### config.mk
export PLATFORM = sky130hd
export DESIGN_NAME = unified_mem_arbiter
export DESIGN_NICKNAME = d
export VERILOG_FILES = /design/src/rtl/unified_mem_arbiter.sv
export SDC_FILE = /design/constraint.sdc
export NUM_CORES = 1
export LEC_CHECK = 0
export ABC_AREA = 0
export CORE_MARGIN = 1.5
export CORE_UTILIZATION = 37
export CTS_BUF_LIST = sky130_fd_sc_hd__clkbuf_4 sky130_fd_sc_hd__clkbuf_8
export DETAILED_ROUTE_END_ITERATION = 8
export GPL_TIMING_DRIVEN = 0
export PLACE_DENSITY = 0.78
export SYNTH_ARGS = -nofsm -noshare
export SYNTH_HDL_FRONTEND = slang
export SYNTH_SLANG_ARGS = --single-unit
### constraint.sdc
create_clock -name clk -period 1.56 [get_ports clk]
set_clock_uncertainty 0.15 [all_clocks]
set_input_delay 0.312 -clock clk [delete_from_list [all_inputs] [get_ports clk]]
set_output_delay 0.312 -clock clk [all_outputs]
set_load 0.02 [all_outputs]
### src/rtl/unified_mem_arbiter.sv
// Arbiter sharing one single-ported unified memory between instruction fetch and the MEM stage.
// Optional fetch anti-starvation guard is enabled by defining FETCH_STARVE_GUARD_EN.
module unified_mem_arbiter #(
    parameter int ADDR_WIDTH   = 32,
    parameter int DATA_WIDTH   = 32,
    parameter int MEM_LATENCY  = 2,
    parameter int STARVE_LIMIT = 4
) (
    input  logic                  clk,
    input  logic                  reset,
    input  logic                  if_req_i,
    input  logic [ADDR_WIDTH-1:0] if_addr_i,
    output logic [DATA_WIDTH-1:0] if_rdata_o,
    output logic                  if_ack_o,
    input  logic                  d_req_i,
    input  logic                  d_we_i,
    input  logic [ADDR_WIDTH-1:0] d_addr_i,
    input  logic [DATA_WIDTH-1:0] d_wdata_i,
    output logic [DATA_WIDTH-1:0] d_rdata_o,
    output logic                  d_ack_o,
    output logic                  stall_if_o,
    output logic                  stall_mem_o,
    output logic                  mem_en_o,
    output logic                  mem_we_o,
    output logic [ADDR_WIDTH-1:0] mem_addr_o,
    output logic [DATA_WIDTH-1:0] mem_wdata_o,
    input  logic [DATA_WIDTH-1:0] mem_rdata_i
);

    typedef enum logic [1:0] {IDLE, ISSUE, WAIT, DONE} state_t;

    localparam int CNT_W = (MEM_LATENCY > 1) ? $clog2(MEM_LATENCY) : 1;
    localparam logic [CNT_W-1:0] WAIT_LOAD = CNT_W'(MEM_LATENCY - 1);

    if (MEM_LATENCY < 1 || STARVE_LIMIT < 1) begin : g_bad_params
        $error("unified_mem_arbiter: MEM_LATENCY and STARVE_LIMIT must be >= 1");
    end

    state_t           state, state_nx;
    logic [CNT_W-1:0] wait_cnt;
    logic             owner_data;
    logic             we_lat;
    logic             grant_data;
    logic             capture;

`ifdef FETCH_STARVE_GUARD_EN
    localparam int STARVE_W = $clog2(STARVE_LIMIT + 1);
    logic [STARVE_W-1:0] starve_cnt;
`endif

    always_ff @(posedge clk) begin
        if (reset) state <= IDLE;
        else       state <= state_nx;
    end

    always_comb begin
        state_nx = state;
        case (state)
            IDLE:    if (if_req_i || d_req_i) state_nx = ISSUE;
            ISSUE:   state_nx = WAIT;
            WAIT:    if (capture) state_nx = DONE;
            DONE:    state_nx = IDLE;
            default: state_nx = IDLE;
        endcase
    end

    always_comb begin
        capture     = (state == WAIT) && (wait_cnt == '0);
        stall_if_o  = if_req_i & ~if_ack_o;
        stall_mem_o = d_req_i & ~d_ack_o;
`ifdef FETCH_STARVE_GUARD_EN
        grant_data  = d_req_i && !(if_req_i && (starve_cnt >= STARVE_W'(STARVE_LIMIT)));
`else
        grant_data  = d_req_i;
`endif
    end

    // The command is latched at grant so later input changes cannot disturb the access.
    always_ff @(posedge clk) begin
        if (reset) begin
            wait_cnt    <= '0;
            owner_data  <= 1'b0;
            we_lat      <= 1'b0;
            mem_en_o    <= 1'b0;
            mem_we_o    <= 1'b0;
            mem_addr_o  <= '0;
            mem_wdata_o <= '0;
            if_rdata_o  <= '0;
            d_rdata_o   <= '0;
            if_ack_o    <= 1'b0;
            d_ack_o     <= 1'b0;
        end else begin
            mem_en_o <= 1'b0;
            mem_we_o <= 1'b0;
            if_ack_o <= 1'b0;
            d_ack_o  <= 1'b0;
            case (state)
                IDLE: begin
                    if (if_req_i || d_req_i) begin
                        owner_data  <= grant_data;
                        we_lat      <= grant_data & d_we_i;
                        mem_en_o    <= 1'b1;
                        mem_we_o    <= grant_data & d_we_i;
                        mem_addr_o  <= grant_data ? d_addr_i : if_addr_i;
                        mem_wdata_o <= grant_data ? d_wdata_i : '0;
                        wait_cnt    <= WAIT_LOAD;
                    end
                end
                WAIT: begin
                    if (capture) begin
                        if (owner_data) begin
                            if (!we_lat) d_rdata_o <= mem_rdata_i;
                            d_ack_o <= 1'b1;
                        end else begin
                            if_rdata_o <= mem_rdata_i;
                            if_ack_o   <= 1'b1;
                        end
                    end else begin
                        wait_cnt <= wait_cnt - 1'b1;
                    end
                end
                default: ;
            endcase
        end
    end

`ifdef FETCH_STARVE_GUARD_EN
    // Counts data grants that overtook a waiting fetch; saturates at the limit.
    always_ff @(posedge clk) begin
        if (reset) begin
            starve_cnt <= '0;
        end else if (state == IDLE && (if_req_i || d_req_i)) begin
            if (!grant_data)
                starve_cnt <= '0;
            else if (if_req_i && starve_cnt < STARVE_W'(STARVE_LIMIT))
                starve_cnt <= starve_cnt + 1'b1;
        end
    end
`endif

endmodule
After elaboration in Yosys (flattened, before gate mapping)
Index checks and enable logic that the tools add are counted.

word-level totals
  input bits = 133
  logic and storage cells = 54
  output and inout bits = 134
  register bits after elaboration = 137

operators by class
  reductions and logical operators = 12
  bitwise logic cells = 12
  equality and inequality tests = 6
  add/sub/neg operators = 1
  mux-type cells = 11

operators by type and width
  cell                                           number
  2-to-1 mux 32 bit                              2
  NOT 1 bit                                      9
  case mux 2 bit (4 select lines)                1
  != test 2 bit, second input constant           3
  AND reduction 3 bit                            2
  OR reduction 3 bit                             2
  2-to-1 mux 1 bit                               5
  == test 2 bit, second input constant           2
  2-to-1 mux 2 bit                               2
  AND reduction 2 bit                            2
  AND reduction 4 bit                            1
  bitwise AND 1 bit                              3
  == test 2 x 1 -> 1 bit, second input constant  1
  logical NOT 2 bit                              1
  case mux 1 bit (2 select lines)                1
  nonzero test 2 bit                             1
  OR reduction 2 bit                             1
  logical AND 1 bit                              1
  logical OR 1 bit                               1
  subtractor 1 bit, second input constant        1

Depth between registers and ports, before layout
  depth after elaboration = 4
  depth in mapped cells = 7

Worst setup path after synthesis
OpenSTA, ideal clock, no wires.

  path kind = input to output
  start = input d_req_i
  end = output stall_mem_o
  slack = -136 ps
  buffers on the path = 3
  stages on the path = 4
  required time = 1098 ps
  arrival = 1234 ps
  cells stage by stage = buf_4 > buf_2 > buf_2 > nor2b_1

on the way
  word-level cells in the longest chain between the ends = 1

ends and longest elaborated chain
  item               RTL line  RTL
  start, declared    15        input logic d_req_i,
  bitwise AND 1 bit  70        stall_mem_o = d_req_i & ~d_ack_o;
  end, declared      22        output logic stall_mem_o,

Every way passes these cells.

Final worst setup path
  start = register state[0]
  end = register if_rdata_o[12]

on the way
  word-level cells in the longest chain between the ends = 3

ends and longest elaborated chain
  item                               RTL line  RTL
  start, declared                    39        state_t state, state_nx;
  start signal, assigned             53        else state <= state_nx;
  == test 2 bit (*)                  68, 97
  logical AND 1 bit                  68        capture = (state == WAIT) && (wait_cnt == '0);
  AND reduction 3 bit (no line) (*)  n/a
  end signal, assigned               115       if_rdata_o <= mem_rdata_i;
  end, declared                      13        output logic [DATA_WIDTH-1:0] if_rdata_o,

Every way passes the cells marked *; elsewhere a longest branch is shown, timed or not.
A chain may end at the register's enable or synchronous reset.

==> impl_metrics.toml <==
[setup_path]
path_depth = 7
setup.worst_path.start = "state[0]"
rrSetupSlack_ns = -0.004
r2r_cells = 7
crit_end = "if_rdata_o[12]"
required_ns = 1.78
critPathTopFamily = "buffers and inverters"
crit_arrival_ns = 1.79
critical_path_class = "reg2reg"
critPathBufInv = 3
slowest_delay_ns = 0.33
r2r-end = "if_rdata_o[12]"
crit_path_max_fanout = 8
crit_chain = "inv_4, ha_4, and4bb_2, buf_12, clkbuf_16, nand2_4, a21oi_2"
r2r-start = "state[0]"
cp_slowest_cell = "dfxtp_2"
cp-end-kind = "flip-flop"
startpoint_type = "flip-flop"

[timing]
hold_slack_ns = 0.188
fin_ws_ns = -0.00400
hold_viol_final = 0
rsz0062_at_grt = "true"
period_needed_ns = 1.56
slew_violations = 0
fmax_ghz = 0.639
finalSetupViolCount = 2
fin_crit_sh = 1.00
worstMarginPinSlew_ns = 0.587
relSlewSlack = 0.609
fin_tns_setup_ns = -0.00708

[drt]
drtIter0Drc = 252
drcViolationCount = 0
first_pass_iters = 7
vias = 5348
drt_wl_total_um = 17400
wl_per_cell_um = 15.8
detail_route.vias_per_cell = 4.87
ant_nets = 0

[die]
start_util = 0.380
dieArea_um2 = 15000
die_w_um = 123
die_h_um = 123
io_pins = 267
core_area_um2 = 13900
rows = 43

[clock_tree]
clockBufferDepth = 2
cts.clk_slew.worst_paths_ns = 0.07
cts_tree = "yes"
cts-root-buf = "clkbuf_8"
cts_max_level = 4
cts.sinks = 137
clock_latency_ns = 0.44
cts_buffers = 17

[logic_synthesis]
yosysWarningCount = 0
yosysSeqAreaShare = 0.518
muxShareOfSynthArea = 0.0662
synth_top_family_by_area = "simple AND/OR/NAND/NOR gates"
synthCells = 614
netlist.area_leader.share = 0.518
synthAdderAreaFrac = 0.00946
synthXorXnorAreaFrac = 0
syn_area_per_cell_um2 = 8.62
synth.area.top_cells = "dfxtp_1 52%, nand2_1 12%, a21oi_1 8.5%"
yosys_register_bits = 137
yosys.area_share.simple = 0.195
netlist_area_um2 = 5290
synth_top_area_cell = "dfxtp_1"
syn_nets = 751
yosysUniqueCellTypes = 28
synth_compound_area_frac = 0.152

[final_layout]
fin_area_um2 = 8790
n_antenna_cell = 0
fillerInstances = 1262
drive_above_1_share = 0.338
area_growth_pct = 66.2
nets = 1043

[job]
maxCapViolations = 0

[power_and_ir_drop]
p_leak_nw = 3.57
power_mw = 11.0
powerDensity_nw_per_um2 = 1260
peakVddDrop_v = 0.000642

[grt]
antenna_found_initial = 0
grt_pass1_wl_um = 25000
grtUsageTotal = 0.218
grt_max_degree = 20
overflow = 0
grt_pass1_vias = 5020

[placed_design]
place_area_um2 = 8180
dp_slack_ns = -0.775
portBuffers = 265
dpl.hpwl_um = 12300
gp_congestion = 0.809

[outcome]
failed_checks = "negative setup slack"
status = "finished with violations"

[hold_path]
holdCritPathClass = "in2reg"
-- logic make-up (layout without fill, tap and decap cells) --
logic type / Yosys count / after routing
AND/OR/NAND/NOR: 246 / 246
flip-flops: 137 / 137
buffers and inverters: 56 / 361
adder cells (fa/ha/maj): 4 / 4
AO/OA/AOI/OAI: 136 / 136
multiplexers: 35 / 35
-- flip-flops by register name, indices dropped and copies added (netlist names), 2 cells and up --
register,flops
mem_wdata_o,32
state,2
mem_addr_o,32
d_rdata_o,32
if_rdata_o,32
-- worst min path at each step --
stage                     depth (start not counted)  slack [ns]         endpoint       startpoint
final                                             4        0.19   mem_wdata_o[1]          d_req_i
after global routing                              4        0.20  mem_wdata_o[31]          d_req_i
after global placement                            2        0.29  mem_wdata_o[31]  mem_wdata_o[31]
after detailed placement                          2        0.29   mem_wdata_o[8]   mem_wdata_o[8]
after floorplan                                   2        0.29         mem_we_o           d_we_i
after CTS                                         4        0.17   mem_wdata_o[1]          d_req_i
-- power breakdown --
part	internal, mW	total, mW	switching, mW
combinational	1.79	4.18	2.38
clock	1.14	2.56	1.42
sequential	4.02	4.30	0.278
total	6.95	11.0	4.08
-- per-layer routing --
layer | global-route usage | routed length, µm | share of wire
met5 | 0 | 0 | 0
met4 | 0.0814 | 303 | 0.017
met1 | 0.250 | 6930 | 0.40
met2 | 0.376 | 8920 | 0.51
met3 | 0.0734 | 1240 | 0.071
-- placed cells by master, fill, tap and decap left out, types with 6 or more instances in the layout --
cell type        synthesis  routed
a211oi_1                32      13
a211oi_2                 0      19
a21oi_1                 90      65
a21oi_2                  8      33
buf_2                   26      91
buf_4                    2      15
buf_6                    5       8
buf_8                    0      10
clkbuf_1                14       6
clkbuf_2                 0      13
clkbuf_8                 2      18
clkdlybuf4s15_2          0      43
clkdlybuf4s50_1          0     130
clkinvlp_4               0       6
dfxtp_1                137     133
mux2i_1                 35      35
nand2_1                164     141
nand2_2                  0       6
nand2_4                  0      17
nand3_1                 33      33
nor2_1                  36      36
-- synth_stat cells --
master       n
nand2_1    164
dfxtp_1    137
a21oi_1     90
nor2_1      36
mux2i_1     35
nand3_1     33
a211oi_1    32
buf_2       26
clkbuf_1    14
a21oi_2      8
buf_6        5
ha_1         4
nand2b_1     4
and4bb_2     3
buf_1        3
buf_4        2
clkbuf_4     2
clkbuf_8     2
inv_1        2
nand4bb_1    2
nor2b_1      2
o21ai_0      2
a22oi_1      1
nand3b_1     1
nor4b_1      1
o21a_1       1
o21ai_2      1
o21bai_1     1
-- stage by stage --
step,utilization,cells
6_report,0.631,1099
3_3_place_gp,0.587,1059
2_1_floorplan,-,614
5_1_grt,0.631,1099
4_1_cts,0.626,1091
3_5_place_dp,0.587,1059
-- worst reg2reg max path: stages, from the launching register on --
cell and delay, ns:
dfxtp_2 0.33, inv_4 0.10, ha_4 0.17, and4bb_2 0.26, buf_12 0.15, clkbuf_16 0.18, nand2_4 0.05, a21oi_2 0.12
-- layout make-up --
type                    instances  area [µm²]  area share
clock buffers                  18         248      0.0282
well taps                     180         225      0.0256
repair buffers                274        2390       0.272
plain buffers                  53         450      0.0512
multi-input cells             421        2610       0.297
flip-flops and latches        137        2750       0.313
clock inverters                14         100      0.0114
inverters                       2        10.0     0.00114
-- repair_timing --
| item | CTS | global route |
|---|---|---|
| setup buffers | 0 | 3 |
| hold buffers | 0 | 0 |
| gates cloned | 1 | 5 |
| setup endpoints to repair | 265 | 214 |
| gates resized for setup | 434 | 228 |
| pin swaps | 0 | 45 |
Note: power is estimated with default switching activity, not from simulation.
